### src/rtl/q_pipe_ctrl.sv
// q_pipe_ctrl: sequencer for a linear chain of Q-flop stages.
// Tracks stage occupancy and issues one-cycle load pulses. After each step it
// holds until every pulsed stage acknowledges through a 2-flop synchronizer.
// A stage that fails to acknowledge in time leaves the block in a sticky
// error state until reset.
module q_pipe_ctrl #(
   parameter  int STAGES      = 4,
   parameter  int ACK_TIMEOUT = 15,
   localparam int SW          = (STAGES > 1) ? $clog2(STAGES) : 1
) (
   input  logic              clk,
   input  logic              rst,
   input  logic              in_valid,
   output logic              in_ready,
   output logic              out_valid,
   input  logic              out_ready,
   output logic [STAGES-1:0] stage_ld,
   input  logic [STAGES-1:0] stage_ack,
   output logic [STAGES-1:0] occ,
   output logic              err,
   output logic [SW-1:0]     err_stage
);

   typedef enum logic [2:0] {
      S_IDLE, S_PULSE, S_SETTLE1, S_SETTLE2, S_WAIT, S_ERR
   } state_t;

   state_t              r_state;
   state_t              w_next;
   logic [STAGES-1:0]   r_ack_p0;
   logic [STAGES-1:0]   r_ack_p1;
   logic [STAGES-1:0]   r_occ;
   logic [STAGES-1:0]   r_stage_ld;
   logic [STAGES-1:0]   r_pmask;
   logic [7:0]          r_tcnt;
   logic                r_err;
   logic [SW-1:0]       r_err_stage;

   logic [STAGES-1:0]   w_sack;
   logic                w_drain;
   logic [STAGES-1:0]   w_mv;
   logic [STAGES-1:0]   w_load;
   logic                w_in_ready;
   logic                w_ack_ok;
   logic                w_tmo;
   logic [SW-1:0]       w_err_idx;

   assign w_sack   = r_ack_p1;
   assign w_drain  = r_occ[STAGES-1] && out_ready;
   assign w_ack_ok = ((w_sack & r_pmask) == r_pmask);
   assign w_tmo    = (r_tcnt == 8'(ACK_TIMEOUT - 1));

   // Resynchronize the asynchronous per-stage acks.
   always_ff @(posedge clk or posedge rst) begin
      if (rst) begin
         r_ack_p0 <= '0;
         r_ack_p1 <= '0;
      end else begin
         r_ack_p0 <= stage_ack;
         r_ack_p1 <= r_ack_p0;
      end
   end

   // Move chain: a stage advances if its successor is empty or also advancing.
   always_comb begin
      logic v_go;
      w_mv           = '0;
      v_go           = w_drain;
      w_mv[STAGES-1] = w_drain;
      for (int i = STAGES - 2; i >= 0; i--) begin
         v_go    = r_occ[i] && (!r_occ[i+1] || v_go);
         w_mv[i] = v_go;
      end
   end

   assign w_in_ready = (r_state == S_IDLE) && !rst && (!r_occ[0] || w_mv[0]);
   assign w_load     = {w_mv[STAGES-2:0], in_valid && w_in_ready};

   // Lowest pulsed stage whose synchronized ack is still low.
   always_comb begin
      w_err_idx = '0;
      for (int i = STAGES - 1; i >= 0; i--) begin
         if (r_pmask[i] && !w_sack[i]) w_err_idx = SW'(i);
      end
   end

   // FSM state register.
   always_ff @(posedge clk or posedge rst) begin
      if (rst) r_state <= S_IDLE;
      else     r_state <= w_next;
   end

   // FSM next-state logic.
   always_comb begin
      w_next = r_state;
      case (r_state)
         S_IDLE:    if (|w_load) w_next = S_PULSE;
         S_PULSE:   w_next = S_SETTLE1;
         S_SETTLE1: w_next = S_SETTLE2;
         S_SETTLE2: w_next = S_WAIT;
         S_WAIT: begin
            if (w_ack_ok)   w_next = S_IDLE;
            else if (w_tmo) w_next = S_ERR;
         end
         S_ERR:     w_next = S_ERR;
         default:   w_next = S_IDLE;
      endcase
   end

   // FSM outputs: handshakes are only offered while idle.
   always_comb begin
      in_ready  = w_in_ready;
      out_valid = (r_state == S_IDLE) && r_occ[STAGES-1];
   end

   // Occupancy, load pulses, ack timer and sticky error.
   always_ff @(posedge clk or posedge rst) begin
      if (rst) begin
         r_occ       <= '0;
         r_stage_ld  <= '0;
         r_pmask     <= '0;
         r_tcnt      <= '0;
         r_err       <= 1'b0;
         r_err_stage <= '0;
      end else begin
         r_stage_ld <= '0;
         case (r_state)
            S_IDLE: begin
               r_occ <= (r_occ & ~w_mv) | w_load;
               if (|w_load) begin
                  r_stage_ld <= w_load;
                  r_pmask    <= w_load;
               end
            end
            S_SETTLE2: r_tcnt <= '0;
            S_WAIT: begin
               if (!w_ack_ok) begin
                  r_tcnt <= r_tcnt + 8'd1;
                  if (w_tmo) begin
                     r_err       <= 1'b1;
                     r_err_stage <= w_err_idx;
                  end
               end
            end
            default: ;
         endcase
      end
   end

   assign stage_ld  = r_stage_ld;
   assign occ       = r_occ;
   assign err       = r_err;
   assign err_stage = r_err_stage;

endmodule

### config.mk
export PLATFORM = sky130hd
export DESIGN_NAME = q_pipe_ctrl
export DESIGN_NICKNAME = d
export VERILOG_FILES = /design/src/rtl/q_pipe_ctrl.sv
export SDC_FILE = /design/constraint.sdc
export NUM_CORES = 1
export LEC_CHECK = 0
export ABC_AREA = 1
export CELL_PAD_IN_SITES_DETAIL_PLACEMENT = 1
export CELL_PAD_IN_SITES_GLOBAL_PLACEMENT = 1
export CORE_MARGIN = 5
export CORE_UTILIZATION = 30
export CTS_CLUSTER_SIZE = 12
export DETAILED_ROUTE_END_ITERATION = 8
export GPL_TIMING_DRIVEN = 1
export PLACE_DENSITY_LB_ADDON = 0.1
export SYNTH_ARGS = -nofsm -noshare
export SYNTH_HDL_FRONTEND = slang
export SYNTH_SLANG_ARGS = --single-unit
### constraint.sdc
create_clock -name clk -period 1.5 [get_ports clk]
set_input_delay 0.3 -clock clk [delete_from_list [all_inputs] [get_ports clk]]
set_output_delay 0.3 -clock clk [all_outputs]
set_load 0.005 [all_outputs]
==> results_dict.tcl <==
set metrics [dict create \
    cts_tree "done" \
    slew_viol_final 0 \
    io-pin-count 21 \
    coreArea_um2 5107 \
    fmax_ghz 0.6495 \
    synthesis.area_um2 1584 \
    synthAdderAreaFrac_pct 1.580 \
    yosysWarnings 0 \
    cp-end-kind "output pin" \
    path_delay_family "flip-flops" \
    cts.htree.levels 2 \
    synth_seq_cells 34 \
    finalCritPeriodShare_pct 102.6 \
    dp_cells 285 \
    place.gp.congestion 0.8303 \
    mostFrequentLayoutCell "nand2_1" \
    dr.pass1.iters 3 \
    fin_cells 308 \
    grt_overflow 0 \
    worstSetupStartpointType "flop" \
    synth_top_family_by_area "simple AND/OR/NAND/NOR gates" \
    cp.required_ns 1.20 \
    rows 26 \
    min_from "r_ack_p0[3]$_DFF_PP0_" \
    clk_pin_slew_worst_paths_ns 0.07 \
    worst-path-max-fanout 3 \
    first_iter_violations 29 \
    ys_seq_area_share_pct 53.71 \
    r2r_end "r_pmask[0]$_DFFE_PP0P_" \
    antenna_cells 0 \
    violations "negative setup slack" \
    crit_buf_inv 2 \
    crit_chain "nor2_4 > nand2_4 > inv_2 > and3_4 > buf_6" \
    postSynthCellCount 182 \
    hold_violations 0 \
    synth-xor-area-share_pct 1.659 \
    port-buffer-count 20 \
    remaining_drc_errors 0 \
    timing.final.ws_setup_ns -0.03961 \
    r2r_slack_ns 0.04 \
    vias 1358 \
    ctsHoldBuffers 0 \
    grt_pass1_wl_um 6865 \
    power.leakage_uw 0.001194 \
    ant_nets 0 \
    rsz0062_at_grt "yes" \
    maxCapViolations 0 \
    die-area_um2 6834 \
    cts_max_path_buffers 2 \
    max_stage_delay_ns 0.41 \
    setup_viol 1 \
    grtUsageTotal_pct 13.34 \
    slew_headroom_pct 71.11 \
    cts_sinks 34 \
    report.power.total_uw 3961 \
    powerDensity_nw_per_um2 1734 \
    fill_cells 620 \
    hold_path_class "flop to flop" \
    min_delay_worst_endpoint "r_ack_p1[3]$_DFF_PP0_" \
    antenna_found_initial 0 \
    dieWidth_um 82.67 \
    grt_max_degree 35 \
    synth_compound_area_share_pct 6.161 \
    numCtsBuffers 5 \
    vias_per_cell 4.409 \
    slowest_stage "dfrtp_1" \
    period_minus_slack_ns 1.540 \
    crit_type "flop to output pin" \
    critPathArrivalTime_ns 1.24 \
    die_h_um 82.67 \
    whs_path_depth 0 \
    synth.mux.area_fraction_pct 0 \
    finalClockSkew_ns 0.004190 \
    r2r_cells 10 \
    dpl.hpwl_um 2893 \
    grt_pass1_vias 1500 \
    synthSimpleGateAreaFrac_pct 28.83 \
    final_cell_mix "nand2_1, dfrtp_1, inv_1" \
    areaGrowthSynthToFinish_pct 44.23 \
    tightest_slew_ns 0.4333 \
    layout.nets 247 \
    r2r-start "r_state[1]$_DFFE_PP0P_" \
    final_layout_size_suffix_gt1_share_pct 28.15 \
    clk_latency_ns 0.28 \
    initial_utilization_pct 31.01 \
    routedWlPerCell_um 12.72 \
    avgSynthCellArea_um2 8.703 \
    wl_um 3917 \
    synth_cell_types 28 \
    synth_nets 192 \
    root_buffer "clkbuf_8" \
    path_depth 5 \
    ir_drop_mv 0.9166 \
    status "finished, violations left" \
]
[state kept, by name (all words and copies together), names as in the netlist]
| register | count |
|---|---|
| r_tcnt | 8 |
| occ | 4 |
| r_state | 3 |
| err | 1 |
| r_ack_p0 | 4 |
| stage_ld | 4 |
| err_stage | 2 |
| r_ack_p1 | 4 |
| r_pmask | 4 |
[how the worst max path moves through the flow]
stage / start / endpoint / slack, ns
detailed placement: out_ready / in_ready / -0.43
floorplan: rst / in_ready / 0.05
global route: occ[3]$_DFFE_PP0N_ / in_ready / -0.11
global placement: out_ready / in_ready / -0.42
CTS: occ[3]$_DFFE_PP0N_ / in_ready / -0.07
finish: r_state[1]$_DFFE_PP0P_ / in_ready / -0.04
[routing by layer]
layer / wire [um] / global-route usage (%) / vias to the layer above / part of all wire, %
li1: - / - / 669 / -
met1: 1595 / 14.78 / 663 / 41
met2: 2120 / 24.04 / 18 / 54
met3: 121 / 3.905 / 8 / 3.1
met4: 79 / 4.902 / 0 / 2.0
met5: 0 / 0 / - / 0
[cell families (layout without fill, tap and decap cells)]
family / count (synthesis) / count (layout)
AOI/OAI and AO/OA: 14 / 14
xor gates and xnor gates: 3 / 3
adders and majority gates: 2 / 2
buffers and inverters: 32 / 88
DFF: 34 / 34
and+or+nand+nor: 97 / 97
[layout make-up]
class                      count  area [um2]  area share (%)
timing repair buffer          48       414.1           18.13
tap                           70       87.58           3.834
sequential                    34       850.8           37.24
clock buffer                   5       68.82           3.012
inverter                      32       133.9           5.860
clock inverter                 3       68.82           3.012
multi-input combinational    116       660.6           28.92
[cells in the mapped netlist]
master	instances	share of area, %
a21oi_1	2	0.63
a22oi_1	2	0.95
and3_1	1	0.40
dfrtp_1	34	54
ha_1	2	1.6
inv_1	29	6.9
inv_2	1	0.24
inv_4	1	0.40
inv_6	1	0.55
nand2_1	51	12
nand2_2	3	1.2
nand2_4	3	2.1
nand3_1	11	3.5
nand3_4	1	1.1
nand4_1	4	1.6
nor2_1	17	4.0
nor2_2	1	0.40
nor2_4	2	1.4
nor3_1	2	0.63
o21a_1	1	0.47
o21ai_0	3	0.95
o21ai_1	2	0.63
o21ai_2	2	1.1
o21ai_4	1	1.0
o22ai_1	1	0.40
or2_1	1	0.40
xnor2_1	1	0.55
xor2_1	2	1.1
[where the power goes]
part	switching [uW]	internal [uW]	leakage, uW	total [uW]
Sequential	135	1110	0.000434	1250
Clock	343	666	0.0000683	1010
Combinational	905	801	0.000692	1710
Total	1380	2580	0.00119	3960
[stage by stage]
stage | setup slack, ns | utilization [%] | hold WS (ns) | instance area, um2 | setup TNS (ns)
after floorplan | 0.05075 | - | 0.2435 | 1588 | 0
after global placement | -0.4246 | 38.63 | 0.3350 | 1973 | -0.7601
after detailed placement | -0.4295 | 38.63 | 0.3386 | 1973 | -0.8893
after CTS | -0.06722 | 42.28 | 0.3574 | 2160 | -0.2820
after global routing | -0.1126 | 44.73 | 0.3628 | 2285 | -0.2432
final | -0.03961 | 44.73 | 0.3532 | 2285 | -0.03961
[repair_timing]
item / CTS / global route
gates resized for setup: 15 / 18
setup endpoints to repair: 5 / 17
pin swaps: 4 / 8
hold endpoints to repair: 0 / 0
setup buffers: 8 / 9
No activity file was read; power rests on OpenSTA's default activity.
